File: src/rtl/vote_pkg.sv
// Shared types and helpers for the voting-booth session controller.
package vote_pkg;

  localparam int unsigned N_CAND_DEFAULT = 3;

  typedef enum logic [2:0] {
    StIdle,
    StArmed,
    StCommit,
    StRelease,
    StClosed
  } state_e;

  function automatic int unsigned popcount(input logic [31:0] v);
    int unsigned cnt;
    cnt = 0;
    for (int i = 0; i < 32; i++) begin
      cnt += 32'(v[i]);
    end
    return cnt;
  endfunction

  function automatic logic is_onehot(input logic [31:0] v);
    return popcount(v) == 1;
  endfunction

endpackage

File: src/rtl/vote_edge_det.sv
// Registered rising-edge detector used on the officer's arm input.
module vote_edge_det (
  input  logic clk,
  input  logic rst_n,
  input  logic i_sig,
  output logic o_rise
);

  logic r_sig;

  always_ff @(posedge clk or negedge rst_n) begin
    if (!rst_n) begin
      r_sig <= 1'b0;
    end else begin
      r_sig <= i_sig;
    end
  end

  assign o_rise = i_sig & ~r_sig;

endmodule

File: src/rtl/vote_session_ctrl.sv
// Per-voter session controller: one vote per arm, multi-press reject, one-hot vote pulses.
// Optional ARMED timeout enabled by defining VOTE_TIMEOUT_EN.
module vote_session_ctrl
  import vote_pkg::*;
#(
  parameter int unsigned N_CAND      = N_CAND_DEFAULT,
  parameter int unsigned TOTAL_W     = 32,
  parameter int unsigned TIMEOUT_CYC = 1000
) (
  input  logic               clk,
  input  logic               rst_n,
  input  logic               i_arm,
  input  logic [N_CAND-1:0]  i_btn,
  input  logic               i_close,
  output logic [N_CAND-1:0]  o_vote,
  output logic               o_over,
  output logic               o_ready,
  output logic               o_reject,
  output logic               o_timeout,
  output logic [TOTAL_W-1:0] o_total
);

  state_e              r_state, w_state_d;
  logic                r_voted, w_voted_d;
  logic [N_CAND-1:0]   r_vote;
  logic                r_over, r_ready, r_reject, r_timeout;
  logic [TOTAL_W-1:0]  r_total;
  logic                w_arm_rise;
  logic                w_btn_none, w_btn_one, w_btn_multi;
  logic                w_timeout;

  vote_edge_det u_arm_edge (
    .clk   (clk),
    .rst_n (rst_n),
    .i_sig (i_arm),
    .o_rise(w_arm_rise)
  );

  assign w_btn_none  = (i_btn == '0);
  assign w_btn_one   = is_onehot(32'(i_btn));
  assign w_btn_multi = !w_btn_none && !w_btn_one;

`ifdef VOTE_TIMEOUT_EN
  localparam int unsigned CNT_W = $clog2(TIMEOUT_CYC + 1);

  logic [CNT_W-1:0] r_cnt, w_cnt_inc;

  assign w_cnt_inc = r_cnt + 1'b1;
  // Close and valid presses win over an expiring timer.
  assign w_timeout = (r_state == StArmed) && w_btn_none && !i_close &&
                     (w_cnt_inc == CNT_W'(TIMEOUT_CYC));

  always_ff @(posedge clk or negedge rst_n) begin
    if (!rst_n) begin
      r_cnt <= '0;
    end else if ((w_state_d == StArmed) && (r_state != StArmed)) begin
      r_cnt <= '0;
    end else if ((r_state == StArmed) && w_btn_none) begin
      r_cnt <= w_cnt_inc;
    end
  end
`else
  logic w_unused_timeout_cfg;
  assign w_unused_timeout_cfg = (TIMEOUT_CYC != 0);
  assign w_timeout = 1'b0;
`endif

  always_comb begin
    w_state_d = r_state;
    w_voted_d = r_voted;
    if ((r_state != StClosed) && i_close) begin
      w_state_d = StClosed;
    end else begin
      case (r_state)
        StIdle: begin
          if (w_arm_rise) w_state_d = StArmed;
        end
        StArmed: begin
          if (w_btn_one) begin
            w_state_d = StCommit;
          end else if (w_btn_multi) begin
            w_state_d = StRelease;
            w_voted_d = 1'b0;
          end else if (w_timeout) begin
            w_state_d = StIdle;
          end
        end
        StCommit: begin
          w_state_d = StRelease;
          w_voted_d = 1'b1;
        end
        StRelease: begin
          if (w_btn_none) w_state_d = r_voted ? StIdle : StArmed;
        end
        StClosed: w_state_d = StClosed;
        default:  w_state_d = StIdle;
      endcase
    end
  end

  // Outputs are decoded from the next state so they align with the state they describe.
  always_ff @(posedge clk or negedge rst_n) begin
    if (!rst_n) begin
      r_state   <= StIdle;
      r_voted   <= 1'b0;
      r_vote    <= '0;
      r_over    <= 1'b0;
      r_ready   <= 1'b0;
      r_reject  <= 1'b0;
      r_timeout <= 1'b0;
      r_total   <= '0;
    end else begin
      r_state   <= w_state_d;
      r_voted   <= w_voted_d;
      r_over    <= (w_state_d == StClosed);
      r_ready   <= (w_state_d == StArmed);
      r_reject  <= (r_state == StArmed) && (w_state_d == StRelease);
      r_timeout <= w_timeout;
      if ((r_state == StArmed) && (w_state_d == StCommit)) begin
        r_vote <= i_btn;
        if (r_total != {TOTAL_W{1'b1}}) r_total <= r_total + 1'b1;
      end else begin
        r_vote <= '0;
      end
    end
  end

  assign o_vote    = r_vote;
  assign o_over    = r_over;
  assign o_ready   = r_ready;
  assign o_reject  = r_reject;
  assign o_timeout = r_timeout;
  assign o_total   = r_total;

endmodule

File: config.mk
export PLATFORM = sky130hd
export DESIGN_NAME = vote_session_ctrl
export DESIGN_NICKNAME = d
export VERILOG_FILES = /design/src/rtl/vote_pkg.sv /design/src/rtl/vote_edge_det.sv /design/src/rtl/vote_session_ctrl.sv
export SDC_FILE = /design/constraint.sdc
export NUM_CORES = 1
export LEC_CHECK = 0
export CAP_MARGIN = 5
export CORE_MARGIN = 2
export CORE_UTILIZATION = 30
export CTS_BUF_LIST = sky130_fd_sc_hd__clkbuf_4 sky130_fd_sc_hd__clkbuf_8
export CTS_CLUSTER_DIAMETER = 150
export DETAILED_ROUTE_END_ITERATION = 16
export HOLD_SLACK_MARGIN = 0.02
export PLACE_DENSITY = 0.64
export SYNTH_ARGS = -nofsm -noshare
export SYNTH_HDL_FRONTEND = slang
export SYNTH_SLANG_ARGS = --single-unit
File: constraint.sdc
create_clock -name clk -period 2.75 [get_ports clk]
set_input_delay 0.4125 -clock clk [delete_from_list [all_inputs] [get_ports clk]]
set_output_delay 0.4125 -clock clk [all_outputs]
set_load 0.05 [all_outputs]
Yosys cells after proc, flatten, opt, wreduce, memory -nomap -nowiden
Index checks and enable logic that the tools add are counted.
{ "word_totals": {"register_bits": 43, "in_bits": 7, "out_inout_bits": 39, "elab_cells": 49} }
{ "op_classes": {"add_sub_neg": 3, "n_eq_ne": 13, "muxes": 11, "bitwise_logic": 3, "n_reduce_logical": 11} }
{ "op_table": {"columns": ["cell", "n"], "rows": [
  ["$add A32 B1 Y32 const B", 1],
  ["$ne A32 B32 Y1 const B", 1],
  ["$mux W3", 6],
  ["$pmux W3 S5", 1],
  ["$eq A3 B2 Y1 const B", 4],
  ["$eq A3 B1 Y1 const B", 3],
  ["$eq A3 B3 Y1 const B", 2],
  ["$logic_not A3 Y1", 2],
  ["$logic_and A1 B1 Y1", 4],
  ["$ne A2 B2 Y1 const B", 2],
  ["$reduce_and A4 Y1", 1],
  ["$add A2 B1 Y3", 1],
  ["$mux W1", 3],
  ["$ne A3 B3 Y1 const B", 1],
  ["$add A1 B1 Y2", 1],
  ["$logic_not A1 Y1", 2],
  ["$not A1 Y1", 2],
  ["$pmux W1 S2", 1],
  ["$reduce_and A2 Y1", 1],
  ["$reduce_bool A2 Y1", 1],
  ["$and A1 B1 Y1", 1]
]} }

Longest topological paths before layout
{ "logic_depth": {"ltp_word": 12, "ltp_mapped": 7, "mapped_depth_nobuf": 6} }

Hierarchy
Synthesis repeated with hierarchy kept, for this count alone.
{ "hier_totals": {"hier_cells": 184, "hier_area_um2": 2102.0} }
{ "modules_own_cells": {"columns": ["module", "n_inst", "cells_per_inst", "area_each_um2", "seq_area_each_um2"], "rows": [
  ["vote_session_ctrl", 1, 182, 2063.2, 1051.0],
  ["vote_edge_det", 1, 2, 38.8, 25.0]
]} }

Worst setup path before layout
OpenSTA, ideal clock, no wires.
{ "synth_timing": {"kind": "flip-flop to flip-flop", "from": "register r_total[25], in the netlist o_total[25]", "to": "register r_total[21], in the netlist o_total[21]", "setup_ns": 0.145, "t_arrival_ns": 2.082, "t_required_ns": 2.605, "slack_ns": 0.523, "path_stages_with_launch": 6, "n_path_buf": 0, "synth_period_minus_slack_ns": 2.227, "path_cell_list": "dfrtp_1 -> nand3_1 -> or4_1 -> o2111ai_4 -> nor2_1 -> xor2_1"} }
{ "synth_between": {"elab_chain_len": 2} }
{ "synth_rtl": {"columns": ["element", "line_no", "text"], "rows": [
  ["from (decl)", "vote_session_ctrl.sv:27", "logic [TOTAL_W-1:0] r_total;"],
  ["from (signal assigned)", "vote_session_ctrl.sv:121", "if (r_total != {TOTAL_W{1'b1}}) r_total <= r_total + 1'b1;"],
  ["$ne A32 B32 Y1", "vote_session_ctrl.sv:121", null],
  ["$reduce_and A2 Y1 (no line)", null, null]
]} }
No other way between the ends.
A chain may end at the register's enable or synchronous reset.

Worst setup path in the final report
{ "layout_timing": {"from": "input i_btn[0]", "to": "register r_total[29], in the netlist o_total[29]"} }
{ "layout_between": {"elab_chain_len": 12, "word_cells_on_any_way": 15, "classes_between": "2 x add/sub; 2 x eq/ne; 5 x mux; 6 x reduce/logical"} }
{ "layout_rtl": {"columns": ["element", "line_no", "text"], "rows": [
  ["from (decl)", "vote_session_ctrl.sv:13", "input logic [N_CAND-1:0] i_btn,"],
  ["$add A1 B1 Y2", "vote_pkg.sv:18", "cnt += 32'(v[i]);"],
  ["$add A2 B1 Y3", "vote_pkg.sv:18", null],
  ["$eq A3 B1 Y1", "vote_pkg.sv:24", "return popcount(v) == 1;"],
  ["$logic_not A1 Y1", "vote_session_ctrl.sv:41", "assign w_btn_multi = !w_btn_none && !w_btn_one;"],
  ["$logic_and A1 B1 Y1", "vote_session_ctrl.sv:41", null],
  ["$mux W3", "vote_session_ctrl.sv:81", "end else if (w_btn_multi) begin"],
  ["$mux W3", "vote_session_ctrl.sv:79", "if (w_btn_one) begin"],
  ["$pmux W3 S5 *", "vote_session_ctrl.sv:74", "case (r_state)"],
  ["$mux W3 *", "vote_session_ctrl.sv:71", "if ((r_state != StClosed) && i_close) begin"],
  ["$eq A3 B2 Y1 *", "vote_session_ctrl.sv:119", "if ((r_state == StArmed) && (w_state_d == StCommit)) begin"],
  ["$logic_and A1 B1 Y1 *", "vote_session_ctrl.sv:119", null],
  ["$reduce_and A2 Y1 (no line) *", null, null]
]} }
Mark *: on every way between the ends. The rest lies on a longest branch, timed or not.

==> key figures <==
Status
  • Status: completed

Setup path
  • Crit end category: register
  • Worst setup SP type: input port
  • Crit-path max cell delay: 0.58 ns
  • Largest delay share family, worst path: buffers and inverters
  • Worst path bufs/invs: 2
  • Critical-path maximum fanout: 7
  • Critical path required time: about 3.0 ns
  • Critical setup path kind: in -> reg
  • CP Cell Sequence: clkdlybuf4s50_1 -> fa_1 -> nand2b_1 -> buf_4 -> nor3b_4 -> o2111ai_4 -> nor4_2 -> xor2_1
  • CP max-delay cell: fa_1
  • Worst path arrival time: 2.71 ns

Clock network
  • CTS tree: done
  • Clk slew on worst S/H paths: 0.08 ns
  • Max Buffers Root-to-Sink: 2
  • Clock buffer count from CTS: 5
  • PostCTS Resize Cnt: 0
  • Root buf cell: clkbuf_8
  • # hold bufs at CTS: 0
  • CTS Sinks: 43
  • H-tree depth: 2
  • Post-CTS Repair Setup Buffers: 0
  • Worst skew pair latency: 0.29 ns

Global routing
  • Largest net degree at the start of global routing: between 40 and 50
  • First-pass GRT wire length: 7.134 mm
  • Vias in the first global route: ~1500
  • Total track usage: 12.03%
  • GR Overflow Total: 0
  • Initial antenna violation count: 0

Yosys
  • Seq/Total Area, Yosys: between 50% and 60%
  • Syn nets: 198
  • Flop and latch count out of synthesis: 43
  • Gate Count Post-Synth: 189
  • Number of enable flip-flop cells after synthesis: 0
  • Synth Area in Compound Gates: under 10%
  • Post-synth top flop: dfrtp_1
  • Mapped cell area: 2105 sq um
  • FFs w/ async S/R, synth: 100.0%
  • Synth Area in Adders: 1.546%
  • Synth Area in XOR/XNOR: 10.40%
  • Cell variety after synth: 49
  • Avg Cell Area, Syn: 11.14 sq um
  • Main combinational cell family by area after synthesis: simple AND/OR/NAND/NOR gates
  • Post-synthesis mux area share: under 10%
  • Synth Area in Simple Gates: approximately a quarter
  • Yosys warnings: 0

Detailed routing
  • DRT iter0 DRCs: 50
  • Avg Vias per Cell: 4.596
  • First-pass detailed-route iteration total: 4
  • WL/cell: 12.93 microns
  • Post-DRT Antenna Nets: 0
  • WL final: 4.357 mm
  • Routed vias: 1549
  • Number of remaining DRC errors: 0

Floorplanning
  • Die H: 87.76 microns
  • # IOs: 46
  • Core ar.: approximately 6800 sq um
  • Rows: 30
  • Initial Util: 30.98%
  • Die W: 87.76 microns
  • Die ar.: ~7700 sq um

Timing
  • Setup violators final: 0
  • Clock Skews: around 0.013 ns
  • Final hold vios: 0
  • Setup_tns: 0 ns
  • RSZ-0062 raised after global routing: no
  • Fmax: 0.4007 GHz
  • Post-layout min period: 2.496 ns
  • Slew HR: 35.34%
  • Smallest hold slack: 0.2739 ns
  • Tightest Pin Transition: 0.9699 ns
  • Period utilization: approximately 91%
  • Fin. max-slew vios: 0

Job
  • Max Cap Viol: 0

Cells and area
  • Commonest non-fill, non-tap cells in the layout: clkdlybuf4s50_1, dfrtp_1, nor2_1
  • Final Net Count: roughly 250
  • Layout cells sized above 1: 12.45%
  • Growth of design area from synthesis to finish: 30.80%
  • Ant diodes: 0

Pwr
  • Pwr Density: 389.1 nW/um^2
  • Peak supply drop: 0.0001556 V
  • Leakage Power: ~1.2 nW

Placed design
  • Number of port buffers: 44
  • GP Congestion: just over 0.8
  • Detailed Place HPWL: 3.234 mm

Hold path
  • Min-Delay Path Class: in -> async
per-stage QoR:
stage | cells | cell area, sq um | util, % | setup slack (ns) | power [mW]
6_report | 337 | 2753 | 40.52 | 0.2541 | 1.071
5_1_grt | 337 | 2753 | 40.52 | 0.1681 | 1.114
4_1_cts | 337 | 2753 | 40.52 | 0.2475 | 1.093
3_5_place_dp | 329 | 2664 | 39.21 | -0.06926 | 0.6871
3_3_place_gp | 329 | 2664 | 39.21 | 0.05505 | 0.6852
2_1_floorplan | 189 | 2105 | - | 0.5226 | 0.6592
synthesized netlist by cell type, types with 2 or more instances:
master,count,share of area (%)
inv_1,4,0.71
nand2_1,11,2.0
a21o_1,2,0.71
and3_1,5,1.5
mux2_1,2,1.1
dfrtp_1,43,51
xnor2_1,12,5.0
clkbuf_1,2,0.36
or4_1,2,0.71
nand4_1,12,3.6
nor3_2,4,1.9
nor4_1,3,0.89
o21ai_0,2,0.48
nor3_1,5,1.2
and2_1,4,1.2
nor2b_1,2,0.59
a21oi_1,3,0.71
mux2_2,2,1.1
nand2b_1,2,0.59
nand3_1,10,2.4
a31oi_1,2,0.59
nor2_1,16,2.9
xor2_1,13,5.4
cells by family after synthesis:
group | count (synthesis)
and+or+nand+nor | 89
DFF | 43
xor gates and xnor gates | 25
AOI/OAI and AO/OA | 16
buffers and inverters | 8
muxes | 5
adders and majority gates | 2
other | 1
cell type report:
cell class	instances	area (sq um)
fillers	649	4041
flip-flops and latches	43	1076
repair buffers	48	465.4
well taps	96	120.1
clock buffers	6	76.32
clock inverters	2	12.51
multi-input cells	138	987.2
inverters	4	15.01
where the power goes:
part	internal (mW)	switching, mW	total (mW)
Sequential	0.633	0.000640	0.633
Clock	0.187	0.210	0.398
Combinational	0.0129	0.0271	0.0400
metal layers:
metal,global-route usage [%],up-vias,wire (microns)
met2,19.15,33,2082
met3,2.639,4,216
li1,-,775,-
met5,0,-,0
met1,15.69,737,2014
met4,5.455,0,44
worst paths after layout:
check                            start           to  slack [ns]  cells past startpoint
max                           i_btn[0]  o_total[29]        0.25                      8
min                              rst_n  o_total[19]        0.27                      1
max reg2reg                 r_state[1]   o_total[1]        0.63                      5
min reg2reg                o_total[15]  o_total[15]        0.50                      1
max in group asynchronous        rst_n  o_total[22]        1.88                      1
min in group clk           o_total[15]  o_total[15]        0.50                      1
worst reg2reg max path, delay by kind of cell, from the launching register on:
family / cells / cell delay, ns
simple gates: 2 / 0.89
mux: 1 / 0.33
flops: 1 / 0.46
compound gates: 1 / 0.14
buf+inv: 1 / 0.20
flip-flops by register name (all words and copies together) (netlist names):
register	count
r_voted	1
o_reject	1
o_ready	1
u_arm_edge.r_sig	1
r_state	3
o_over	1
o_total	32
o_vote	3
(Power assumes the default switching activity.)
